===== config.mk =====
export PLATFORM = sky130hd
export DESIGN_NAME = mux_sequencer_flat
export DESIGN_NICKNAME = d
export VERILOG_FILES = /design/src/rtl/mux_sequencer_if.sv /design/src/rtl/mux_sequencer.sv /design/src/flat_wrapper.sv
export SDC_FILE = /design/constraint.sdc
export NUM_CORES = 1
export LEC_CHECK = 0
export ABC_AREA = 1
export CAP_MARGIN = 25
export CORE_AREA = 2 2 40 42
export DETAILED_ROUTE_END_ITERATION = 16
export DIE_AREA = 0 0 42 44
export GPL_TIMING_DRIVEN = 0
export MAX_ROUTING_LAYER = met4
export PLACE_DENSITY = 0.67
export SETUP_SLACK_MARGIN = 0.2
export SYNTH_ARGS = -nofsm -noshare
export SYNTH_HDL_FRONTEND = slang
export SYNTH_SLANG_ARGS = --single-unit

===== constraint.sdc =====
create_clock -name iClk -period 1.6 [get_ports iClk]
set_clock_uncertainty 0.2 [all_clocks]
set_input_delay 0.4 -clock iClk [delete_from_list [all_inputs] [get_ports iClk]]
set_output_delay 0.4 -clock iClk [all_outputs]
set_load 0.05 [all_outputs]

===== src/rtl/mux_sequencer_if.sv =====
// rtl/mux_sequencer_if.sv - word handshake and selector outputs of the mux sequencer
interface mux_sequencer_if;
    logic [3:0] iData;
    logic       iStart;
    logic       oReady;
    logic [3:0] oData;
    logic [1:0] oSelector;
    logic       oBitStrobe;
    logic       oBusy;
    logic       oDone;

    modport slave (
        input  iData,
        input  iStart,
        output oReady,
        output oData,
        output oSelector,
        output oBitStrobe,
        output oBusy,
        output oDone
    );

    modport master (
        output iData,
        output iStart,
        input  oReady,
        input  oData,
        input  oSelector,
        input  oBitStrobe,
        input  oBusy,
        input  oDone
    );
endinterface


===== src/rtl/mux_sequencer.sv =====
// rtl/mux_sequencer.sv - steps a 4:1 mux selector through a captured word, CLKS_PER_BIT cycles per index
module mux_sequencer #(
    parameter int unsigned CLKS_PER_BIT = 4,
    parameter bit          MSB_FIRST    = 1'b0
) (
    input  logic            iClk,
    input  logic            iRst_n,
    mux_sequencer_if.slave  bus
);
    localparam int CW = (CLKS_PER_BIT > 1) ? $clog2(CLKS_PER_BIT) : 1;
    localparam logic [CW-1:0] CNT_MAX   = CW'(CLKS_PER_BIT - 1);
    localparam logic [1:0]    SEL_FIRST = MSB_FIRST ? 2'b11 : 2'b00;
    localparam logic [1:0]    SEL_LAST  = MSB_FIRST ? 2'b00 : 2'b11;

    typedef enum logic [1:0] {IDLE, SEND, DONE} state_t;

    state_t        state_q, state_d;
    logic [3:0]    data_q, data_d;
    logic [1:0]    sel_q, sel_d;
    logic [CW-1:0] cnt_q, cnt_d;
    logic          strobe_q, strobe_d;
    // Holds oReady low until the first edge after reset release.
    logic          armed_q, armed_d;

    logic ready;
    logic accept;
    logic bit_end;
    logic last_bit;

    assign ready    = (state_q == IDLE) && armed_q;
    assign accept   = ready && bus.iStart;
    assign bit_end  = (cnt_q == CNT_MAX);
    assign last_bit = (sel_q == SEL_LAST);

    always_ff @(posedge iClk or negedge iRst_n) begin
        if (!iRst_n) begin
            state_q  <= IDLE;
            data_q   <= 4'b0000;
            sel_q    <= 2'b00;
            cnt_q    <= '0;
            strobe_q <= 1'b0;
            armed_q  <= 1'b0;
        end else begin
            state_q  <= state_d;
            data_q   <= data_d;
            sel_q    <= sel_d;
            cnt_q    <= cnt_d;
            strobe_q <= strobe_d;
            armed_q  <= armed_d;
        end
    end

    always_comb begin
        state_d = state_q;
        case (state_q)
            IDLE:    if (accept) state_d = SEND;
            SEND:    if (bit_end && last_bit) state_d = DONE;
            DONE:    state_d = IDLE;
            default: state_d = IDLE;
        endcase
    end

    always_comb begin
        armed_d  = 1'b1;
        data_d   = data_q;
        sel_d    = 2'b00;
        cnt_d    = '0;
        strobe_d = 1'b0;
        case (state_q)
            IDLE: begin
                if (accept) begin
                    data_d   = bus.iData;
                    sel_d    = SEL_FIRST;
                    strobe_d = 1'b1;
                end
            end
            SEND: begin
                if (!bit_end) begin
                    sel_d = sel_q;
                    cnt_d = cnt_q + CW'(1);
                end else if (!last_bit) begin
                    sel_d    = MSB_FIRST ? (sel_q - 2'd1) : (sel_q + 2'd1);
                    strobe_d = 1'b1;
                end
            end
            default: ;
        endcase
    end

    always_comb begin
        bus.oReady     = ready;
        bus.oData      = data_q;
        bus.oSelector  = sel_q;
        bus.oBitStrobe = strobe_q;
        bus.oBusy      = (state_q == SEND) || (state_q == DONE);
        bus.oDone      = (state_q == DONE);
    end
endmodule

===== src/flat_wrapper.sv =====
// flat-port wrapper written by rule: the top's interface ports become plain ports
module mux_sequencer_flat 
#(
    parameter int unsigned CLKS_PER_BIT = 4,
    parameter bit          MSB_FIRST    = 1'b0
)
  (iClk, iRst_n, bus_iData, bus_iStart, bus_oReady, bus_oData, bus_oSelector, bus_oBitStrobe, bus_oBusy, bus_oDone);
  mux_sequencer_if bus_i ();
  input  logic iClk;
  input  logic iRst_n;
  input wire logic [$bits(bus_i.iData)-1:0] bus_iData;
  input wire logic [$bits(bus_i.iStart)-1:0] bus_iStart;
  output wire logic [$bits(bus_i.oReady)-1:0] bus_oReady;
  output wire logic [$bits(bus_i.oData)-1:0] bus_oData;
  output wire logic [$bits(bus_i.oSelector)-1:0] bus_oSelector;
  output wire logic [$bits(bus_i.oBitStrobe)-1:0] bus_oBitStrobe;
  output wire logic [$bits(bus_i.oBusy)-1:0] bus_oBusy;
  output wire logic [$bits(bus_i.oDone)-1:0] bus_oDone;
  assign bus_i.iData = bus_iData;
  assign bus_i.iStart = bus_iStart;
  assign bus_oReady = bus_i.oReady;
  assign bus_oData = bus_i.oData;
  assign bus_oSelector = bus_i.oSelector;
  assign bus_oBitStrobe = bus_i.oBitStrobe;
  assign bus_oBusy = bus_i.oBusy;
  assign bus_oDone = bus_i.oDone;
  mux_sequencer #(.CLKS_PER_BIT(CLKS_PER_BIT), .MSB_FIRST(MSB_FIRST)) u_core (.iClk(iClk), .iRst_n(iRst_n), .bus(bus_i));
endmodule

# --- Word level (Yosys, flattened, before mapping) ---
# Cells that the tools add are included.
word_totals:
  inputBits: 7
  wordCells: 34
  output_inout_bits: 10
  register_bits: 12
classes:
  n_addsub: 2
  muxes: 12
  eq_ne: 7
  n_reduce_logical: 7
op_table:
  columns: ["operator", "count"]
  rows:
  - ["$mux W2", 7]
  - ["$eq A2 B2 Y1 const B", 3]
  - ["$ne A2 B1 Y1 const B", 3]
  - ["$add A2 B1 Y2 const B", 2]
  - ["$pmux W2 S2", 1]
  - ["$reduce_and A2 Y1", 2]
  - ["$logic_and A1 B1 Y1", 3]
  - ["$mux W1", 3]
  - ["$eq A2 B1 Y1 const B", 1]
  - ["$logic_not A2 Y1", 1]
  - ["$pmux W1 S2", 1]
  - ["$logic_or A1 B1 Y1", 1]

# --- Depth between registers and ports, before layout ---
logic_depth:
  ltp_word: 5
  depth_mapped: 7
  mapped_depth_nobuf: 7

# --- Worst setup path before layout ---
# Ideal clock, no wire load.
synth_timing:
  path_kind: "flip-flop to output port"
  start: "reg u_core.state_q[0]"
  end: "out bus_oReady"
  path_buffers: 0
  t_arrival_ps: 1003
  path_stages_with_launch: 5
  t_required_ps: 1000
  setup_slack_ps: -3
  path_cell_list: "dfrtp_1 -> inv_1 -> ha_1 -> nand2_1 -> inv_2"
synth_between:
  elab_chain_cells: 2
synth_rtl:
  columns: ["element", "line", "rtl"]
  rows:
  - ["start: declaration", "mux_sequencer.sv:17", "state_t state_q, state_d;"]
  - ["start signal: assignment", "mux_sequencer.sv:44", "state_q <= state_d;"]
  - ["$logic_not A2 Y1", "mux_sequencer.sv:30", "assign ready = (state_q == IDLE) && armed_q;"]
  - ["$logic_and A1 B1 Y1", "mux_sequencer.sv:30", null]
  - ["end: declaration", "flat_wrapper.sv:13", "output wire logic [$bits(bus_i.oReady)-1:0] bus_oReady;"]
# Every way passes these cells.

# --- Final worst setup path ---
# Same ends and word-level chain as after synthesis.

==> reports/qor.csv <==
stage;metric;value;unit
setup_path;cp_data_required_time;1.00;ns
timing;fin_crit;1.79;ns
yosys;ys.warnings.count;0;
setup_path;startpoint_type;flip-flop;
yosys;synth_area;559;µm²
placement;io_buffers;16;
final_layout;nNetsFinal;108;
setup_path;critPathCapture;bus_oReady;
placement;dp_hpwl;744;µm
timing;finalCritPeriodShare;112;%
final_layout;final_cells;110;
min_path;hp-class;reg -> reg;
yosys;synth_flop_cell;dfrtp_1;
floorplan;rows;14;
yosys;syn-num-nets;71;
cts;htreeDepth;1;
setup_path;crit_fanout;3;
pwr;switchingPower;950;µW
floorplan;coreArea;1420;µm²
routing;drt-total-wl;1390;µm
cts;cts_tree;done;
floorplan;io_pins;17;
yosys;synth_cell_types;13;
pwr;switching_share;45.4;%
timing;hold_viol;0;
floorplan;initial_utilization;39.4;%
cts;cts-root-buf;clkbuf_4;
final_layout;drive_gt1_share;50.0;%
final_layout;n_antenna_cell;0;
setup_path;r2r-start;u_core.state_q[0];
yosys;syn_avg_cell_area;9.64;µm²
yosys;synth-async-reset-ratio;100;%
placement;place_congestion;0.654;
global_route;grt_pass1_wl;2170;µm
placement;dp.cells;90;
cts;clock_path_buffers;2;
floorplan;die_h;44;µm
routing;vias;510;
routing;drc;0;
routing;drt_first_pass_iters;4;
cts;cts_buffers;3;
yosys;synthCells;58;
outcome;failed_checks;negative setup slack;
routing;ant_nets;0;
timing;setup_viol;3;
cts;holdBufCountCts;0;
pwr;clkPwrFrac;10.0;%
final_layout;syn_to_final_growth;81.2;%
cts;insertion_delay;0.28;ns
pwr;leakagePower;0.000524;µW
setup_path;critPathLaunch;u_core.state_q[0];
yosys;synth_largest_area_cell;dfrtp_1;
floorplan;fp.dieArea;1850;µm²
global_route;overflow;0;
yosys;synth_edf_count;0;
pwr;power.density;2060;nW/µm²
yosys;synthTopCellsByArea;dfrtp_1 (54%), ha_1 (13%), nand2_1 (13%), nand3_1 (6.3%), nand3_4 (3.1%);
floorplan;fp.dieW;42;µm
outcome;status;finished, violations left;
cts;clkTransAtPathRegs;0.08;ns
timing;setup_tns;-0.506;ns
global_route;grt_pass1_vias;482;
routing;viasPerCell;4.64;
global_route;antenna_found_initial;0;
routing;drt-wirelength-per-cell;12.6;µm
timing;fmax;558;MHz
pwr;p_comb_share;67.5;%
timing;layout_setup_ws;-0.193;ns
setup_path;critPathCaptureType;primary output;
setup_path;r2r_setup_slack;0.05;ns
yosys;synth.top_cells.by_count;nand2_1 (20), dfrtp_1 (12), nand3_1 (7);
yosys;synth_top_area_share;53.7;%
routing;drt_iter0_drc;3;
setup_path;cp.arrival;1.19;ns
timing;rsz0062_at_grt;true;
setup_path;criticalPathCategory;reg -> out;
flow_run;drv_cap;0;
timing;slew_headroom;62.9;%
pwr;p_int;1140;µW
pwr;power_frac_seq;22.5;%
yosys;ys_ff_latch;12;
global_route;grtUsageTotal;17.1;%
timing;worstMarginPinSlew;0.555;ns
timing;slew_viol_final;0;
yosys;ys_seq_area_share;53.7;%
pwr;ir_drop;1280;µV
setup_path;reg2regPathDepth;9;
setup_path;r2r_end;u_core.state_q[0];
cts;cts.sinks;12;
global_route;grt_max_degree;13;
yosys;yosys.cell_count.top_type;nand2_1;
==> worst min path at each step <==
stage	from	slack, ns	cells past startpoint	to
global route	u_core.cnt_q[0]	0.28	1	u_core.cnt_q[0]
CTS	u_core.cnt_q[0]	0.24	1	u_core.cnt_q[0]
floorplan	iRst_n	-0.1	0	u_core.armed_q
finish	u_core.cnt_q[0]	0.25	1	u_core.cnt_q[0]
global placement	u_core.cnt_q[0]	0.22	1	u_core.cnt_q[0]
detailed placement	u_core.cnt_q[0]	0.23	1	u_core.cnt_q[0]
==> state kept, by name, indices dropped and copies added (netlist names) <==
signal	flops
u_core.bus.oData	4
u_core.bus.oSelector	2
u_core.state_q	2
u_core.cnt_q	2
u_core.armed_q	1
u_core.bus.oBitStrobe	1
==> through the flow <==
stage	hold slack, ns	power [µW]	cell area (µm²)	util, %	setup WS, ns
2_1_floorplan	-0.0956	1170	579	-	0.133
3_3_place_gp	0.224	1370	759	53.5	-0.620
3_5_place_dp	0.229	1380	759	53.5	-0.620
4_1_cts	0.239	1880	938	66.1	-0.168
5_1_grt	0.284	2210	1010	71.4	-0.236
6_report	0.246	2090	1010	71.4	-0.193
==> final cells by class <==
type / instances / area [µm²]
fill: 104 / 405
timing repair buffer: 32 / 330
multi-input combinational: 41 / 310
sequential: 12 / 303
clock buffer: 4 / 26.3
inverter: 5 / 23.8
tap: 16 / 20.0
==> critical path, cell delays in order (launching register included) <==
cell and delay, ns:
dfrtp_1 0.40, inv_2 0.10, ha_4 0.16, nand2_4 0.06
inv_4 0.06, buf_8 0.13
==> placed cells by master, fill, tap and decap left out <==
master | synthesis | layout
buf_4 | 0 | 11
nor3_2 | 0 | 1
inv_4 | 0 | 2
buf_6 | 0 | 10
nand2_4 | 0 | 4
nand2_1 | 20 | 16
dfrtp_2 | 0 | 2
nand3b_1 | 1 | 1
inv_1 | 3 | 1
clkdlybuf4s50_1 | 0 | 6
nand2_2 | 2 | 2
o21ai_1 | 1 | 1
dfrtp_1 | 12 | 10
nand3_4 | 1 | 1
buf_8 | 0 | 5
nand3_1 | 7 | 7
ha_4 | 0 | 2
nor2_4 | 0 | 1
ha_2 | 0 | 1
conb_1 | 1 | 1
inv_2 | 2 | 2
ha_1 | 6 | 3
clkbuf_1 | 0 | 1
clkbuf_4 | 0 | 3
==> layer usage <==
| layer | global-route usage (%) | up-vias | part of all wire (%) |
|---|---|---|---|
| met4 | 13.5 | 0 | 3.8 |
| met1 | 18.4 | 234 | 40 |
| met3 | 1.67 | 5 | 2.4 |
| met2 | 28.7 | 12 | 54 |
| met5 | - | - | 0 |
| li1 | - | 259 | - |
==> logic make-up (layout without fill, tap and decap cells) <==
kind of cell	count (synthesis)	count (layout)	synth area share, %
fa+ha+maj	6	6	13.4
other cells	1	1	0.670
flops	12	12	53.7
compound gates	1	1	0.894
simple gates	33	33	28.0
buf+inv	5	41	3.36
==> power by group through the flow <==
stage | Combinational, µW | Sequential [µW] | Clock (µW)
floorplan | 517 | 654 | 0
global placement | 903 | 466 | 0
detailed placement | 914 | 469 | 0
CTS | 1210 | 471 | 206
global route | 1500 | 482 | 227
finish | 1410 | 471 | 209
==> repair_timing <==
action	CTS	global route
resized for setup	82	12
pin swaps	2	6
buffers inserted	12	4
setup endpoints to repair	13	18
Note: power is estimated with default switching activity, not from simulation.
